==> config.mk <==
export PLATFORM = sky130hd
export DESIGN_NAME = mips_multicycle_control
export DESIGN_NICKNAME = d
export VERILOG_FILES = /design/src/rtl/mips_multicycle_control.sv
export SDC_FILE = /design/constraint.sdc
export NUM_CORES = 1
export LEC_CHECK = 0
export ABC_AREA = 1
export BUFFER_PORTS_ARGS = -buffer_cell sky130_fd_sc_hd__buf_2
export CORE_MARGIN = 2
export CORE_UTILIZATION = 45
export DETAILED_ROUTE_END_ITERATION = 10
export HOLD_SLACK_MARGIN = 0.02
export PLACE_DENSITY = 0.73
export SLEW_MARGIN = 20
export SYNTH_ARGS = -nofsm -noshare
export SYNTH_HDL_FRONTEND = slang
export SYNTH_SLANG_ARGS = --single-unit
==> constraint.sdc <==
create_clock -name clk -period 1.6 [get_ports clk]
set_input_delay 0.32 -clock clk [delete_from_list [all_inputs] [get_ports clk]]
set_output_delay 0.32 -clock clk [all_outputs]
set_load 0.05 [all_outputs]
==> src/rtl/mips_multicycle_control.sv <==
`timescale 1ns/1ps
// mips_multicycle_control
//
// Multicycle control sequencer for a 32-bit MIPS datapath. Steps one
// instruction at a time through fetch, decode, execute, memory and
// writeback, and drives the ALU operation and the datapath selects and enables.
//
// Ports
//   clk          : system clock, rising edge
//   reset_n      : asynchronous active-low reset
//   opcode       : IR[31:26], held stable from DECODE until the instruction completes
//   funct        : IR[5:0], same stability as opcode
//   zero         : ALU zero flag, used combinationally in BRANCH
//   alu_control  : 0010 add, 0110 sub, 0111 slt, 0000 when the ALU is unused
//   alu_src_a    : 0 = PC, 1 = register A
//   alu_src_b    : 00 = B, 01 = 4, 10 = sign-extended imm, 11 = sign-extended imm << 2
//   pc_write     : PC load enable
//   pc_source    : 00 = ALU result, 01 = ALUOut, 10 = jump target
//   ir_write     : IR load enable
//   mem_read     : memory read strobe
//   mem_write    : memory write strobe
//   i_or_d       : memory address select, 0 = PC, 1 = ALUOut
//   reg_write    : register file write enable
//   reg_dst      : 0 = rt, 1 = rd
//   mem_to_reg   : 0 = ALUOut, 1 = MDR
//   retire       : one-cycle pulse in the last state of a legal instruction
//   illegal      : one-cycle pulse in DECODE for an unsupported instruction
//   state        : current state code, for debug
//
// state     | meaning
// ----------+--------------------------------------------------------------
// IDLE      | after reset; no datapath activity
// FETCH     | read instruction, load IR, PC <= PC + 4
// DECODE    | branch target into ALUOut, dispatch on opcode/funct
// MEM_ADDR  | effective address A + imm for lw/sw
// MEM_READ  | read data memory at ALUOut
// MEM_WB    | write MDR into rt (lw retires)
// MEM_WRITE | write B to memory at ALUOut (sw retires)
// EXEC_R    | A op B, op taken from funct
// R_WB      | write ALUOut into rd (R-type retires)
// EXEC_I    | A + imm
// I_WB      | write ALUOut into rt (addi retires)
// BRANCH    | A - B; PC <= ALUOut when zero (beq retires)
// JUMP      | PC <= jump target (j retires)

module mips_multicycle_control (
    input  logic       clk,
    input  logic       reset_n,
    input  logic [5:0] opcode,
    input  logic [5:0] funct,
    input  logic       zero,
    output logic [3:0] alu_control,
    output logic       alu_src_a,
    output logic [1:0] alu_src_b,
    output logic       pc_write,
    output logic [1:0] pc_source,
    output logic       ir_write,
    output logic       mem_read,
    output logic       mem_write,
    output logic       i_or_d,
    output logic       reg_write,
    output logic       reg_dst,
    output logic       mem_to_reg,
    output logic       retire,
    output logic       illegal,
    output logic [3:0] state
);

    typedef enum logic [3:0] {
        S_IDLE      = 4'd0,
        S_FETCH     = 4'd1,
        S_DECODE    = 4'd2,
        S_MEM_ADDR  = 4'd3,
        S_MEM_READ  = 4'd4,
        S_MEM_WB    = 4'd5,
        S_MEM_WRITE = 4'd6,
        S_EXEC_R    = 4'd7,
        S_R_WB      = 4'd8,
        S_EXEC_I    = 4'd9,
        S_I_WB      = 4'd10,
        S_BRANCH    = 4'd11,
        S_JUMP      = 4'd12
    } state_t;

    localparam logic [5:0] OP_RTYPE = 6'b000000;
    localparam logic [5:0] OP_LW    = 6'b100011;
    localparam logic [5:0] OP_SW    = 6'b101011;
    localparam logic [5:0] OP_ADDI  = 6'b001000;
    localparam logic [5:0] OP_BEQ   = 6'b000100;
    localparam logic [5:0] OP_J     = 6'b000010;

    localparam logic [5:0] FN_ADD = 6'b100000;
    localparam logic [5:0] FN_SUB = 6'b100010;
    localparam logic [5:0] FN_SLT = 6'b101010;

    localparam logic [3:0] ALU_NONE = 4'b0000;
    localparam logic [3:0] ALU_ADD  = 4'b0010;
    localparam logic [3:0] ALU_SUB  = 4'b0110;
    localparam logic [3:0] ALU_SLT  = 4'b0111;

    function automatic logic [3:0] r_alu_op(input logic [5:0] f);
        case (f)
            FN_ADD:  return ALU_ADD;
            FN_SUB:  return ALU_SUB;
            FN_SLT:  return ALU_SLT;
            default: return ALU_NONE;
        endcase
    endfunction

    state_t cur_state;
    state_t nxt_state;
    logic   r_legal;
    logic   pc_write_q;

    assign r_legal = (opcode == OP_RTYPE) &&
                     ((funct == FN_ADD) || (funct == FN_SUB) || (funct == FN_SLT));

    always_comb begin
        nxt_state = S_IDLE;
        case (cur_state)
            S_IDLE:   nxt_state = S_FETCH;
            S_FETCH:  nxt_state = S_DECODE;
            S_DECODE: begin
                case (opcode)
                    OP_LW, OP_SW: nxt_state = S_MEM_ADDR;
                    OP_RTYPE:     nxt_state = r_legal ? S_EXEC_R : S_FETCH;
                    OP_ADDI:      nxt_state = S_EXEC_I;
                    OP_BEQ:       nxt_state = S_BRANCH;
                    OP_J:         nxt_state = S_JUMP;
                    default:      nxt_state = S_FETCH;
                endcase
            end
            S_MEM_ADDR:  nxt_state = (opcode == OP_SW) ? S_MEM_WRITE : S_MEM_READ;
            S_MEM_READ:  nxt_state = S_MEM_WB;
            S_MEM_WB:    nxt_state = S_FETCH;
            S_MEM_WRITE: nxt_state = S_FETCH;
            S_EXEC_R:    nxt_state = S_R_WB;
            S_R_WB:      nxt_state = S_FETCH;
            S_EXEC_I:    nxt_state = S_I_WB;
            S_I_WB:      nxt_state = S_FETCH;
            S_BRANCH:    nxt_state = S_FETCH;
            S_JUMP:      nxt_state = S_FETCH;
            default:     nxt_state = S_IDLE;
        endcase
    end

    // Outputs are registered from the state being entered, so they line up
    // with that state. funct is already stable when DECODE exits, which lets
    // the EXEC_R ALU op be registered too.
    always_ff @(posedge clk or negedge reset_n) begin
        if (!reset_n) begin
            cur_state   <= S_IDLE;
            alu_control <= ALU_NONE;
            alu_src_a   <= 1'b0;
            alu_src_b   <= 2'b00;
            pc_write_q  <= 1'b0;
            pc_source   <= 2'b00;
            ir_write    <= 1'b0;
            mem_read    <= 1'b0;
            mem_write   <= 1'b0;
            i_or_d      <= 1'b0;
            reg_write   <= 1'b0;
            reg_dst     <= 1'b0;
            mem_to_reg  <= 1'b0;
            retire      <= 1'b0;
        end else begin
            cur_state   <= nxt_state;
            alu_control <= ALU_NONE;
            alu_src_a   <= 1'b0;
            alu_src_b   <= 2'b00;
            pc_write_q  <= 1'b0;
            pc_source   <= 2'b00;
            ir_write    <= 1'b0;
            mem_read    <= 1'b0;
            mem_write   <= 1'b0;
            i_or_d      <= 1'b0;
            reg_write   <= 1'b0;
            reg_dst     <= 1'b0;
            mem_to_reg  <= 1'b0;
            retire      <= 1'b0;
            case (nxt_state)
                S_FETCH: begin
                    mem_read    <= 1'b1;
                    ir_write    <= 1'b1;
                    alu_src_b   <= 2'b01;
                    alu_control <= ALU_ADD;
                    pc_write_q  <= 1'b1;
                end
                S_DECODE: begin
                    alu_src_b   <= 2'b11;
                    alu_control <= ALU_ADD;
                end
                S_MEM_ADDR, S_EXEC_I: begin
                    alu_src_a   <= 1'b1;
                    alu_src_b   <= 2'b10;
                    alu_control <= ALU_ADD;
                end
                S_MEM_READ: begin
                    mem_read <= 1'b1;
                    i_or_d   <= 1'b1;
                end
                S_MEM_WB: begin
                    reg_write  <= 1'b1;
                    mem_to_reg <= 1'b1;
                    retire     <= 1'b1;
                end
                S_MEM_WRITE: begin
                    mem_write <= 1'b1;
                    i_or_d    <= 1'b1;
                    retire    <= 1'b1;
                end
                S_EXEC_R: begin
                    alu_src_a   <= 1'b1;
                    alu_control <= r_alu_op(funct);
                end
                S_R_WB: begin
                    reg_write <= 1'b1;
                    reg_dst   <= 1'b1;
                    retire    <= 1'b1;
                end
                S_I_WB: begin
                    reg_write <= 1'b1;
                    retire    <= 1'b1;
                end
                S_BRANCH: begin
                    alu_src_a   <= 1'b1;
                    alu_control <= ALU_SUB;
                    pc_source   <= 2'b01;
                    retire      <= 1'b1;
                end
                S_JUMP: begin
                    pc_source  <= 2'b10;
                    pc_write_q <= 1'b1;
                    retire     <= 1'b1;
                end
                default: ;
            endcase
        end
    end

    // zero only settles during BRANCH itself, so the branch PC enable is
    // combinational. IR is loaded at the FETCH->DECODE edge, so legality can
    // only be judged combinationally inside DECODE.
    assign pc_write = pc_write_q | ((cur_state == S_BRANCH) & zero);
    assign illegal  = (cur_state == S_DECODE) &&
                      !((opcode == OP_LW) || (opcode == OP_SW) || r_legal ||
                        (opcode == OP_ADDI) || (opcode == OP_BEQ) || (opcode == OP_J));
    assign state    = cur_state;

endmodule

## After elaboration in Yosys (flattened, before gate mapping)

Index checks and enable logic that the tools add are counted.

| cells by class | value |
|---|---|
| eq/ne operators | 32 |
| multiplexer cells | 18 |
| bitwise operators | 2 |
| reductions and logical operators | 22 |

Operator list:

| kind | number |
|---|---|
| == test 4 bit (second input constant) | 10 |
| == test 4 x 3 -> 1 bit (second input constant) | 8 |
| == test 6 bit (second input constant) | 5 |
| one-hot mux 4 bit (7 select lines) | 1 |
| one-hot mux 4 bit (5 select lines) | 1 |
| one-hot mux 3 bit (3 select lines) | 2 |
| == test 4 x 2 -> 1 bit (second input constant) | 4 |
| 2-to-1 mux 1 bit | 10 |
| OR reduction 2 bit | 5 |
| == test 4 x 1 -> 1 bit (second input constant) | 2 |
| OR reduction 4 bit | 2 |
| logical OR 1 bit | 7 |
| OR reduction 7 bit | 1 |
| == test 6 x 2 -> 1 bit (second input constant) | 1 |
| == test 6 x 3 -> 1 bit (second input constant) | 1 |
| == test 6 x 4 -> 1 bit (second input constant) | 1 |
| zero test 6 bit | 1 |
| one-hot mux 2 bit (3 select lines) | 1 |
| OR reduction 6 bit | 1 |
| zero test 4 bit | 1 |
| one-hot mux 2 bit (2 select lines) | 1 |
| 2-to-1 mux 3 bit | 1 |
| OR reduction 3 bit | 1 |
| logical AND 1 bit | 2 |
| other kinds (4) | 4 |

| word-level totals | value |
|---|---|
| register bits after elaboration | 22 |
| input port bits | 15 |
| output and inout port bits | 23 |
| word-level logic and storage cells | 88 |

## Depth between registers and ports, before layout

| depth | value |
|---|---|
| depth after elaboration | 10 |
| gate-level depth with buffers | 12 |

## Least setup slack after synthesis

OpenSTA, ideal clock, no wires.

| path | value |
|---|---|
| path kind | register to output |
| from | register cur_state[2] (netlist: state[2]) |
| to | output illegal |
| arrival time | 1.798 ns |
| required time | 1.280 ns |
| path slack | -0.518 ns |
| cell stages (with the launch flop) | 6 |
| path through | dfrtp_1 > nor2_2 > nand2_1 > nor2_4 > nand3_1 > nor2_1 |

| on the way | value |
|---|---|
| longest elaborated chain between the ends | 2 |

Ends and longest elaborated chain:

| what | RTL line | source |
|---|---|---|
| start: declaration | 110 | `state_t cur_state;` |
| start signal: assignment | 167 | `cur_state <= nxt_state;` |
| == test 4 x 2 -> 1 bit | 245 | `assign illegal = (cur_state == S_DECODE) &&` |
| logical AND 1 bit | 245 |  |
| end: declaration | 65 | `output logic illegal,` |

No other way between the ends.

## Worst setup path after layout

| path | value |
|---|---|
| from | register cur_state[2] (netlist: state[2]) |
| to | register mem_read |

| on the way | value |
|---|---|
| longest elaborated chain between the ends | 6 |
| elaborated cells between the ends (all ways) | 19 |
| those cells by class | 14 x eq/ne; 2 x mux; 3 x reduce/logical |

Ends and longest elaborated chain:

| what | RTL line | source |
|---|---|---|
| == test 4 bit, or another cell as far along | 120 | `case (cur_state)` |
| OR reduction 7 bit (no line) | -- |  |
| one-hot mux 4 bit (7 select lines) (*) | 120 |  |
| via nxt_state[0] | 111 | `state_t nxt_state;` |
| == test 4 x 1 -> 1 bit / == test 4 x 3 -> 1 bit (equally long branches) | 181 | `case (nxt_state)` |
| OR reduction 2 bit (no line) (*) | -- |  |
| 2-to-1 mux 1 bit (*) | 181 |  |
| end signal: assignment | 174 | `mem_read <= 1'b0;` |
| end signal: assignment | 183 | `mem_read <= 1'b1;` |
| end signal: assignment | 199 | `mem_read <= 1'b1;` |
| end: declaration | 58 | `output logic mem_read,` |

The timed path passes the listed nets; every way through them passes the cells marked *.

==> summary.md <==
| Metric | Value |
|---|---|
| Status | `finished with violations` |
| Failing checks | `setup timing` |
| Setup crit end kind | `flop` |
| Worst path slowest cell | `dfrtp_2` |
| WS Path Type | `flop to flop` |
| Pin count of the biggest net entering global routing | `22` |
| H-tree levels | `1` |
| Critical Path Fanout Max | `4` |
| TritonCTS Buffers | `3` |
| Worst Hold Class | `input port to flop` |
| Starting Density | `0.481` |
| Die width | `between 50 and 60 um` |
| GR Util met2 | `0.367` |
| Worst skew pair latency | `~0.29 ns` |
| Vias/cell | `around 4.6` |
| Period Utilization, post-route | `1.07` |
| Critical R2R Launch | `state[2]` |
| Unrepaired setup endpoints after global routing | `yes` |
| Post-synthesis cell type count | `24` |
| Gr ovfl total | `0` |
| Hold Path Cell Cnt | `3` |
| WHS | `between 0.2 and 0.25 ns` |
| Layout cells sized above 1 | `0.532` |
| Number of global-route vias before repair | `920` |
| Post-layout min period | `1.71 ns` |
| Highest Clock Rate | `between 500 and 600 MHz` |
| Register Area | `531 um2` |
| DIE AREA | `0.00282 mm2` |
| Layer with the highest usage | `met2` |
| Mapped Nets | `150` |
| Clock Pin Slew Worst Setup and Hold Paths | `~0.12 ns` |
| Syn Area/Cell | `approximately 8.0 um2` |
| Max-cap viol count | `0` |
| Core region area | `approximately 0.0023 mm2` |
| Max FFs per register | `4` |
| Syn. warnings | `0` |
| Total GRT Usage | `0.187` |
| CTS Sinks | `21` |
| Clk root buf | `clkbuf_4` |
| Global-route wire length before repair | `roughly 3900 um` |
| Boundary Pins | `38` |
| Sequential area share after synthesis | `0.484` |
| Syn Std Cell Area | `roughly 0.0011 mm2` |
| Worst setup startpoint | `state[2]` |
| Setup ws final | `-0.114 ns` |
| Routed wire per std cell | `11.7 um` |
| Synth Register Bits | `21` |
| Post-route ant nets | `0` |
| Number of diodes | `0` |
| Leakage | `0.000894 uW` |
| Peak VDD IR | `approximately 0.0012 V` |
| CP most frequent cell | `nand2_2` |
| PD cells | `1920 mW/mm2` |
| Setup TNS | `-0.789 ns` |
| Routed vias | `between 1,000 and 1,500` |
| Initial antenna violation count | `0` |
| Hold path startpoint | `funct[3]` |
| Core Rows | `17` |
| GR Layer Usage met1 | `0.214` |
| Footprint of the multi-input gates | `556 um2` |
| Routability cong. | `between 0.8 and 0.9` |
| Area grow syn2layout | `42.6%` |
| DRC marker count from the first detailed-route iteration | `5` |
| Total power | `roughly 3000 uW` |
| Final setup viols | `12` |
| Mapped Cells | `between 100 and 150` |
| WP data required | `approximately 1.8 ns` |
| Layout Skew | `between 0.01 and 0.015 ns` |
| NumNets Final | `around 200` |
| Reg2reg path depth | `12` |
| Clock Path Buffers | `2` |
| Filler instances | `between 150 and 200` |
| Arrival @ worst endpoint | `roughly 1.9 ns` |
| TritonCTS clock tree | `yes` |
| Fin util | `0.686` |
| Hpwl dp | `1870 um` |
| Global-route met3 utilization | `0.0169` |
| Total wire length | `roughly 2500 um` |
| Die Y | `53.1 um` |
| DRC viols | `0` |
| Crit-path cells | `nor2_4 > nand2_2 > nor2_4 > buf_4 > buf_6 > buf_6 > nand2_1 > nand2_2 > inv_1 > nor2_2 > nand2_2 > o31ai_1` |
| Drt pass-1 iters | `4` |
| Final Hold Fails | `0` |
| CP max stage delay | `between 0.4 and 0.5 ns` |
| Fin. max-slew vios | `0` |
| CP Launch Type | `flop` |
| Buffers on Ports | `36` |
cells in the final DEF (no fill, tap or decap), types with 2 or more instances in the layout:
cell,n
inv_2,7
nand2_4,4
dfrtp_1,17
clkbuf_4,3
nand4_1,2
nor2_1,15
nand2_1,24
buf_4,12
dfrtp_2,4
a21oi_2,3
nand3_4,3
nor2_2,7
nor2_4,7
nand3_1,4
buf_2,34
nand2_2,8
nand3_2,2
inv_1,18
buf_6,3
layout make-up:
class | instances | share of cell area
Tap cell | 28 | 0.0227
Clock inverter | 1 | 0.00324
Inverter | 25 | 0.0607
Timing Repair Buffer | 50 | 0.197
Clock buffer | 3 | 0.0146
Multi-Input combinational cell | 88 | 0.359
Sequential cell | 21 | 0.343
path summary, 6_finish.rpt:
| check | to | slack, ns |
|---|---|---|
| max in group asynchronous | state[1] | 0.78 |
| max | mem_read | -0.11 |
| max reg2reg | mem_read | -0.11 |
| min in group asynchronous | reg_dst | 0.49 |
| min | alu_control[0] | 0.25 |
| min reg2reg | reg_dst | 0.64 |
through the flow:
step	setup slack, ns	area (um2)	cells
after floorplan	-0.0420	1110	135
after global routing	-0.219	1550	216
final	-0.114	1550	216
after detailed placement	0.0428	1350	202
after global placement	0.0729	1350	202
after CTS	-0.129	1440	211
Yosys cell counts:
cell type   n  area share
nand2_1    31        0.11
dfrtp_1    21        0.48
inv_1      21       0.073
nor2_1     18       0.062
nor2_2      8       0.046
nand3_1     7       0.032
inv_2       4       0.014
nand2_2     4       0.023
nor2_4      3       0.031
a21oi_2     2       0.016
nand4_1     2       0.012
o21ai_1     2      0.0092
a21oi_1     1      0.0046
a31o_2      1      0.0081
buf_4       1      0.0069
conb_1      1      0.0035
nand2_4     1       0.010
nand3_2     1      0.0092
nand3_4     1       0.016
nand3b_1    1      0.0069
nor3_1      1      0.0046
o21ai_0     1      0.0046
o31ai_1     1      0.0069
xor2_1      1      0.0081
report_power, final:
group	switching [uW]	leakage (uW)	internal (uW)
Sequential	87.1	0.000271	703
Clock	145	0.0000177	92.6
Combinational	1340	0.000605	600
Total	1570	0.000894	1400
per-layer routing:
layer / up-vias / part of all wire
met4: 0 / 0.013
met1: 457 / 0.38
li1: 509 / -
met5: - / 0
met3: 4 / 0.047
met2: 31 / 0.56
critical path, delay by kind of cell, from the launching register on:
kind / cells / cell delay (ns)
compound gates: 1 / 0.09
buf+inv: 4 / 0.37
flops: 1 / 0.47
simple gates: 7 / 0.67
kinds of logic after synthesis:
group / Yosys count / synth area share
xor gates and xnor gates: 1 / 0.00808
AOI/OAI and AO/OA: 8 / 0.0496
other: 1 / 0.00346
DFF: 21 / 0.484
buffers and inverters: 26 / 0.0934
and+or+nand+nor: 78 / 0.361
what timing repair did:
action	CTS	global route
gates resized for setup	9	18
gates cloned	0	0
hold endpoints to repair	21	0
setup buffers	4	5
hold buffers	1	0
setup endpoints to repair	3	12
pin swaps	5	10
No activity file was read; power rests on OpenSTA's default activity.
